## config.mk

```make
export PLATFORM = sky130hd
export DESIGN_NAME = truth_table_sweeper_flat
export DESIGN_NICKNAME = d
export VERILOG_FILES = /design/src/rtl/truth_table_sweeper_if.sv /design/src/rtl/truth_table_sweeper.sv /design/src/flat_wrapper.sv
export SDC_FILE = /design/constraint.sdc
export NUM_CORES = 1
export LEC_CHECK = 0
export CAP_MARGIN = 20
export CORE_AREA = 2 2 100 102
export DETAILED_ROUTE_END_ITERATION = 8
export DIE_AREA = 0 0 102 104
export PLACE_DENSITY = 0.49
export SLEW_MARGIN = 30
export SYNTH_ARGS = -nofsm -noshare
export SYNTH_HDL_FRONTEND = slang
export SYNTH_SLANG_ARGS = --single-unit
```

## constraint.sdc

```tcl
create_clock -name clk -period 2.2 [get_ports clk]
set_input_delay 0.33 -clock clk [delete_from_list [all_inputs] [get_ports clk]]
set_output_delay 0.33 -clock clk [all_outputs]
set_load 0.005 [all_outputs]
```

## src/rtl/truth_table_sweeper_if.sv

```systemverilog
// Bus between the truth-table sweeper and its controller / function under sweep.
interface truth_table_sweeper_if #(
  parameter int N_IN = 4
);
  localparam int DEPTH = 1 << N_IN;

  logic              start;
  logic [DEPTH-1:0]  expected;
  logic              f_in;
  logic [N_IN-1:0]   dut_in;
  logic              busy;
  logic              done;
  logic              pass;
  logic [DEPTH-1:0]  captured;
  logic [N_IN:0]     mismatch_count;
  logic              fail_valid;
  logic [N_IN-1:0]   first_fail_idx;

  modport master (
    output start, expected, f_in,
    input  dut_in, busy, done, pass, captured, mismatch_count, fail_valid, first_fail_idx
  );

  modport slave (
    input  start, expected, f_in,
    output dut_in, busy, done, pass, captured, mismatch_count, fail_valid, first_fail_idx
  );
endinterface

```

## src/rtl/truth_table_sweeper.sv

```systemverilog
// Exhaustive sweep of an N_IN-input combinational function: apply, settle, sample,
// and compare each vector against a golden table latched at start.
module truth_table_sweeper #(
  parameter int N_IN          = 4,
  parameter int SETTLE_CYCLES = 2
) (
  input  logic                  clk,
  input  logic                  rst_n,
  truth_table_sweeper_if.slave  bus
);
  localparam int DEPTH = 1 << N_IN;
  localparam int CW    = (SETTLE_CYCLES > 1) ? $clog2(SETTLE_CYCLES) : 1;
  localparam logic [CW-1:0]   CNT_LAST = (SETTLE_CYCLES > 0) ? CW'(SETTLE_CYCLES - 1) : '0;
  localparam logic [N_IN-1:0] IDX_LAST = '1;

  typedef enum logic [2:0] {IDLE, APPLY, SETTLE, SAMPLE, DONE} state_t;

  state_t            r_state, w_next;
  logic [DEPTH-1:0]  r_exp;
  logic [N_IN-1:0]   r_idx;
  logic [CW-1:0]     r_cnt;
  logic [N_IN-1:0]   r_dut_in;
  logic [DEPTH-1:0]  r_captured;
  logic [N_IN:0]     r_mcnt;
  logic              r_fail_valid;
  logic [N_IN-1:0]   r_first;
  logic              r_pass;
  logic              w_mis;
  logic [N_IN:0]     w_mcnt_next;

  assign w_mis       = bus.f_in != r_exp[r_idx];
  assign w_mcnt_next = r_mcnt + (N_IN+1)'(w_mis);

  always_ff @(posedge clk or negedge rst_n) begin
    if (!rst_n) r_state <= IDLE;
    else        r_state <= w_next;
  end

  always_comb begin
    w_next = r_state;
    case (r_state)
      IDLE:    if (bus.start) w_next = APPLY;
      APPLY:   w_next = (SETTLE_CYCLES == 0) ? SAMPLE : SETTLE;
      SETTLE:  if (r_cnt == CNT_LAST) w_next = SAMPLE;
      SAMPLE:  w_next = (r_idx == IDX_LAST) ? DONE : APPLY;
      DONE:    w_next = IDLE;
      default: w_next = IDLE;
    endcase
  end

  // dut_in is loaded on entry to APPLY, so each vector is stable for the
  // whole APPLY/SETTLE/SAMPLE window and holds the last vector after DONE.
  always_ff @(posedge clk or negedge rst_n) begin
    if (!rst_n) begin
      r_exp        <= '0;
      r_idx        <= '0;
      r_cnt        <= '0;
      r_dut_in     <= '0;
      r_captured   <= '0;
      r_mcnt       <= '0;
      r_fail_valid <= 1'b0;
      r_first      <= '0;
      r_pass       <= 1'b0;
    end else begin
      case (r_state)
        IDLE: if (bus.start) begin
          r_exp        <= bus.expected;
          r_captured   <= '0;
          r_mcnt       <= '0;
          r_fail_valid <= 1'b0;
          r_first      <= '0;
          r_pass       <= 1'b0;
          r_idx        <= '0;
          r_dut_in     <= '0;
        end
        APPLY:  r_cnt <= '0;
        SETTLE: r_cnt <= r_cnt + CW'(1);
        SAMPLE: begin
          r_captured[r_idx] <= bus.f_in;
          r_mcnt            <= w_mcnt_next;
          if (w_mis && !r_fail_valid) begin
            r_fail_valid <= 1'b1;
            r_first      <= r_idx;
          end
          if (r_idx == IDX_LAST) begin
            r_pass <= (w_mcnt_next == '0);
          end else begin
            r_idx    <= r_idx + N_IN'(1);
            r_dut_in <= r_idx + N_IN'(1);
          end
        end
        default: ;
      endcase
    end
  end

  assign bus.dut_in         = r_dut_in;
  assign bus.busy           = (r_state != IDLE);
  assign bus.done           = (r_state == DONE);
  assign bus.pass           = r_pass;
  assign bus.captured       = r_captured;
  assign bus.mismatch_count = r_mcnt;
  assign bus.fail_valid     = r_fail_valid;
  assign bus.first_fail_idx = r_first;
endmodule
```

## src/flat_wrapper.sv

```systemverilog
// flat-port wrapper written by rule: the top's interface ports become plain ports
module truth_table_sweeper_flat 
#(
  parameter int N_IN          = 4,
  parameter int SETTLE_CYCLES = 2
)
  (clk, rst_n, bus_start, bus_expected, bus_f_in, bus_dut_in, bus_busy, bus_done, bus_pass, bus_captured, bus_mismatch_count, bus_fail_valid, bus_first_fail_idx);
  truth_table_sweeper_if #(.N_IN(N_IN)) bus_i ();
  input  logic clk;
  input  logic rst_n;
  input wire logic [$bits(bus_i.start)-1:0] bus_start;
  input wire logic [$bits(bus_i.expected)-1:0] bus_expected;
  input wire logic [$bits(bus_i.f_in)-1:0] bus_f_in;
  output wire logic [$bits(bus_i.dut_in)-1:0] bus_dut_in;
  output wire logic [$bits(bus_i.busy)-1:0] bus_busy;
  output wire logic [$bits(bus_i.done)-1:0] bus_done;
  output wire logic [$bits(bus_i.pass)-1:0] bus_pass;
  output wire logic [$bits(bus_i.captured)-1:0] bus_captured;
  output wire logic [$bits(bus_i.mismatch_count)-1:0] bus_mismatch_count;
  output wire logic [$bits(bus_i.fail_valid)-1:0] bus_fail_valid;
  output wire logic [$bits(bus_i.first_fail_idx)-1:0] bus_first_fail_idx;
  assign bus_i.start = bus_start;
  assign bus_i.expected = bus_expected;
  assign bus_i.f_in = bus_f_in;
  assign bus_dut_in = bus_i.dut_in;
  assign bus_busy = bus_i.busy;
  assign bus_done = bus_i.done;
  assign bus_pass = bus_i.pass;
  assign bus_captured = bus_i.captured;
  assign bus_mismatch_count = bus_i.mismatch_count;
  assign bus_fail_valid = bus_i.fail_valid;
  assign bus_first_fail_idx = bus_i.first_fail_idx;
  truth_table_sweeper #(.N_IN(N_IN), .SETTLE_CYCLES(SETTLE_CYCLES)) u_core (.clk(clk), .rst_n(rst_n), .bus(bus_i));
endmodule
```

* Word-level counts from Yosys, hierarchy flattened
Cells that the tools add are included.
W data, S select, Z words.
** Storage, ports and cells
- Word-level logic and storage cells :: 63
- Output and inout bits :: 33
- Flip-flop bits (word level) :: 51
- Bits of input ports :: 20
** Cells by class
- Equal/unequal tests :: 11
- Reduce and logical (&&, ||, !) cells :: 14
- Order comparisons :: 2
- Muxes and demuxes :: 24
- $add $sub $neg :: 3
** Operators with widths (count)
- $pmux W16 S2 :: 1
- $bwmux W16 :: 1
- $mux W16 :: 1
- $pmux W4 S2 :: 2
- $mux W4 :: 3
- $pmux W3 S4 :: 1
- $pmux W5 S2 :: 1
- $mux W3 :: 3
- $reduce_and A3 Y1 :: 3
- $eq A3 B2 Y1 const B :: 2
- $ne A2 B1 Y1 const B :: 3
- $pmux W1 S2 :: 3
- $reduce_and A2 Y1 :: 3
- $add A5 B1 Y5 :: 1
- $logic_not A5 Y1 :: 1
- $lt A4 B5 Y1 const B :: 1
- $mux W1 :: 5
- $mux W5 :: 1
- $add A4 B1 Y4 const B :: 1
- $bmux W1 S4 :: 1
- $demux W1 S4 :: 1
- $eq A4 B4 Y1 const B :: 1
- $ge A4 B1 Y1 const B :: 1
- $ne A2 B2 Y1 const B :: 2
- other kinds (9) :: 11

* Depth between registers and ports, before layout
Gate-level depths: netlist (run 1).
- Depth after elaboration :: 7
- Depth in mapped cells :: 11
- Depth with buffers taken out :: 10

* Worst setup path before layout (run 1)
No wires, ideal clock.
- Path type :: flip-flop to flip-flop
- From :: reg u_core.r_idx[0]
- To :: reg u_core.r_pass (netlist: u_core.bus.pass)
- Stages on the path, launching flop included :: 11
- Path slack :: -238 ps
- Arrival :: 2372 ps
- Period minus slack after synthesis :: 2438 ps
- Required time :: 2134 ps
- Cells stage by stage :: dfrtp_1 -> buf_6 -> mux2i_1 -> mux4_2 -> mux2i_1 -> xor2_1 -> ha_1 -> ha_1 -> nor4_1 -> o2111ai_1 -> nand2_1
** On the way
- Cells in the longest elaborated chain, start to end :: 7
- Elaborated cells between the ends (all ways) :: 10
- Classes of those cells :: add/sub (1); eq/ne (3); mux (4); reduce/logical (2)
** RTL lines
- from (decl) :: line truth_table_sweeper.sv:20 : logic [N_IN-1:0] r_idx;
- from (signal assigned) :: line truth_table_sweeper.sv:88 : r_idx <= r_idx + N_IN'(1);
- $bmux W1 S4 :: line truth_table_sweeper.sv:31 : assign w_mis = bus.f_in != r_exp[r_idx];
- $mux W1 (not written as such) :: line truth_table_sweeper.sv:31
- $ne A1 B1 Y1 :: line truth_table_sweeper.sv:31
- $add A5 B1 Y5 :: line truth_table_sweeper.sv:32 : assign w_mcnt_next = r_mcnt + (N_IN+1)'(w_mis);
- $logic_not A5 Y1 :: line truth_table_sweeper.sv:86 : r_pass <= (w_mcnt_next == '0);
- $mux W1 :: line truth_table_sweeper.sv:85 : if (r_idx == IDX_LAST) begin
- $pmux W1 S2 :: line truth_table_sweeper.sv:65 : case (r_state)
- to (signal assigned) :: line truth_table_sweeper.sv:86
- to (decl) :: line truth_table_sweeper.sv:27 : logic r_pass;
Several ways; a longest one is shown, not always the timed one. The select of a mux whose other input is x is not followed.
A chain may end at the register's enable or synchronous reset.

* Worst setup path after layout (run 1)
Same ends and word-level chain as after synthesis.

==> run_results.csv, run 1 <==
group,metric,value,unit
worst_setup_path,worst_ep_required_time,2.43,ns
worst_setup_path,max_stage_delay,0.49,ns
hold_path,min_path_type,"in -> async",
worst_setup_path,worstPathArrival,2.69,ns
timing,rsz0062_at_grt,"true",
clock_tree,cts-buffers-inserted,5,
worst_setup_path,critPathTopFamily,"multiplexers",
detailed_routing,drcViolationCount,0,
detailed_routing,totalWireLength,6439,um
floorplanning,io_pins,53,
placement,io_buffers,52,
clock_tree,cts.sinks,51,
power,vdd_drop_max,0.3904,mV
worst_setup_path,cp_max_fo,5,
worst_setup_path,reg2regPathDepth,10,
floorplanning,die_w,102,um
cells_and_area,num_antenna_cells,0,
timing,setup_viol,3,
timing,finalClockSkew,0.009001,ns
worst_setup_path,rr_startpoint,"u_core.r_idx[0]",
logic_synthesis,netlist_instances,265,
cells_and_area,fin_util,35.74,%
worst_setup_path,endpoint,"u_core.bus.pass",
cells_and_area,design_area,0.003413,sq mm
logic_synthesis,synth_nets,291,
grt,grt_max_degree,42,
detailed_routing,drt_first_iter_violations,69,
placement,dp_hpwl,4712,um
detailed_routing,vias_per_cell,4.430,
clock_tree,cts_max_level,2,
clock_tree,cts_tree,"yes",
clock_tree,clockBufferDepth,2,
timing,worst_slack,-0.2517,ns
placement,placed_cell_area,0.003273,sq mm
status,violations,"setup timing",
worst_setup_path,cp-end-kind,"register",
timing,min_period,2.452,ns
placement,gp_congestion,0.7216,
worst_setup_path,r2r_setup_slack,-0.25,ns
cells_and_area,final_cell_mix,"nand2_1 (83), clkdlybuf4s50_1 (51), dfrtp_1 (50)",
cells_and_area,layout-area-overhead-vs-synth,36.20,%
grt,grt_overflow,0,
clock_tree,clk_latency,0.30,ns
worst_setup_path,critPathBufInv,1,
power,leakagePower,1.583,nW
cells_and_area,final_common_cell,"nand2_1",
cells_and_area,drive_above_1_share,12.50,%
worst_setup_path,critPathKind,"reg -> reg",
detailed_routing,firstDrtPassIters,4,
timing,relSlewSlack,65.69,%
worst_setup_path,crit_path_start_kind,"register",
logic_synthesis,ys_seq_elements,51,
cells_and_area,finalNetCount,354,
worst_setup_path,worstSetupPathDepth,10,
clock_tree,root_buffer,"clkbuf_8",
grt,grt_usage,12.71,%
placement,placed_cells,451,
logic_synthesis,seq_area_frac_synth,50.92,%
logic_synthesis,synth_cell_type_count,35,
status,outcome,"finished, violations left",
worst_setup_path,path_cells,"buf_6, mux2i_1, mux4_2, mux2i_1, xor2_1, ha_2, ha_4, nor4_4, o2111ai_1, nand2_1",
floorplanning,core-area,0.009549,sq mm
logic_synthesis,ys.warnings.count,0,
timing,slew_viol_final,0,
logic_synthesis,syn_area_per_cell,9.457,sq um
logic_synthesis,netlist_area,0.002506,sq mm
detailed_routing,post_drt_wl_per_cell,13.97,um
worst_setup_path,slowest_stage,"mux4_2",
power,p_total,3.855,mW
floorplanning,fp-row-count,36,
timing,timing.final.crit_share,111.4,%
grt,antenna_found_initial,0,
worst_setup_path,r2r_end,"u_core.bus.pass",
cells_and_area,final_cells,461,
timing,max_slew.worst_pin.slew,0.5146,ns
detailed_routing,via_count,2042,
floorplanning,die_h,104,um
worst_setup_path,worst_path_most_repeated_cell,"mux2i_1",
worst_setup_path,worstSetupStartpoint,"u_core.r_idx[0]",
clock_tree,path_clk_slew,0.09,ns
grt,grt_pass1_vias,2101,
floorplanning,initial_utilization,26.24,%
timing,fmax,0.4079,GHz
timing,finalHoldViolCount,0,
floorplanning,dieArea,0.01061,sq mm
detailed_routing,antenna_left,0,
power,powerDensity,1129,mW/mm^2
grt,grt_pass1_wl,10830,um
run,max_cap_viol_count,0,
[worst min path at each step]
stage | start | endpoint | slack, ns | depth (start not counted)
floorplan | rst_n | u_core.bus.captured[0] | 0.03 | 0
global placement | rst_n | u_core.r_exp[7] | 0.25 | 1
detailed placement | rst_n | u_core.r_exp[7] | 0.26 | 1
CTS | rst_n | u_core.bus.captured[3] | 0.46 | 2
global route | rst_n | u_core.bus.captured[0] | 0.48 | 2
finish | rst_n | u_core.bus.captured[0] | 0.46 | 2
[what timing repair did]
action,in CTS,in global routing
resized for setup,7,2
setup endpoints to repair,5,5
buffers inserted,2,0
hold endpoints to repair,13,0
pin swaps,4,3
hold buffers,1,0
[report_power, final]
| part | switching, mW | leakage, nW | internal (mW) |
|---|---|---|---|
| logic | 0.928 | 0.863 | 0.927 |
| clock network | 0.292 | 0.0470 | 0.248 |
| registers | 0.234 | 0.673 | 1.23 |
| total | 1.45 | 1.58 | 2.40 |
[layer usage]
layer / vias up / global-route usage [%] / part of all wire [%]
li1: 1032 / - / -
met1: 958 / 17.52 / 47
met2: 50 / 21.15 / 49
met3: 2 / 2.285 / 4.3
met4: 0 / 2.000 / 0.36
met5: - / 0 / 0
[Yosys cell counts, drive strengths merged]
cell | n | area [sq um]
a21oi | 3 | 15.01
nor2b | 1 | 6.260
and3b | 1 | 8.760
and2 | 3 | 18.77
ha | 6 | 75.07
o21ai | 7 | 35.03
nor2 | 11 | 41.29
clkbuf | 14 | 52.55
mux2i | 15 | 150.1
nand2 | 84 | 315.3
buf | 4 | 25.02
or4b | 1 | 10.01
nand3b | 1 | 7.510
inv | 5 | 18.77
a22o | 1 | 8.760
o311ai | 4 | 35.03
o2111ai | 1 | 8.760
nand2b | 1 | 6.260
nand4 | 16 | 100.1
a31o | 1 | 8.760
nand4b | 1 | 8.760
mux2 | 1 | 11.26
xnor2 | 2 | 17.52
and2b | 1 | 10.01
nor4 | 2 | 12.51
nand3 | 5 | 25.02
xor2 | 5 | 43.79
o211ai | 12 | 90.09
nor3 | 2 | 10.01
dfrtp | 51 | 1276
nor4b | 1 | 8.760
mux4 | 2 | 45.04
[state kept, by name, summed over array words and instances, names as in the netlist]
name	cells
u_core.bus.pass	1
u_core.bus.fail_valid	1
u_core.r_idx	4
u_core.bus.captured	16
u_core.r_exp	16
u_core.r_state	3
u_core.bus.mismatch_count	5
u_core.bus.first_fail_idx	4
u_core.r_cnt	1
[through the flow]
stage / worst slack, ns / TNS [ns] / hold WS (ns)
final: -0.2517 / -0.4246 / 0.4564
after global routing: -0.4150 / -1.053 / 0.4821
after CTS: -0.2822 / -0.4867 / 0.4607
after detailed placement: -0.4070 / -1.109 / 0.2603
after global placement: -0.3319 / -0.7426 / 0.2514
after floorplan: -0.2089 / -0.3064 / 0.03441
[logic make-up after synthesis]
family	Yosys count	synth area share, %
and+or+nand+nor	131	23.52
DFF	51	50.92
AOI/OAI and AO/OA	29	8.038
buffers and inverters	23	3.844
muxes	18	8.237
xor gates and xnor gates	7	2.446
adders and majority gates	6	2.995
[area by class of cell]
cell class	instances	area, sq um
Timing Repair Buffer	74	684.4
Inverter	5	18.77
Multi-Input combinational cell	191	1179
Sequential cell	51	1277
Fill cell	990	6136
Tap cell	133	166.4
Clock inverter	1	5.005
Clock buffer	6	82.58
No activity file was read; power rests on OpenSTA's default activity.
==> run 2, diff against run 1 <==
Settings changed: CTS_CLUSTER_DIAMETER from default to 50.
==> results of run 2 <==
Final layout, timing and power as in run 1 (identical DEF).
==> run 3, diff against run 2 <==
Settings changed: CAP_MARGIN 20 to 40, HOLD_SLACK_MARGIN from default to 0.15.
==> results of run 3 <==
Final layout, timing and power as in run 1 (identical DEF).
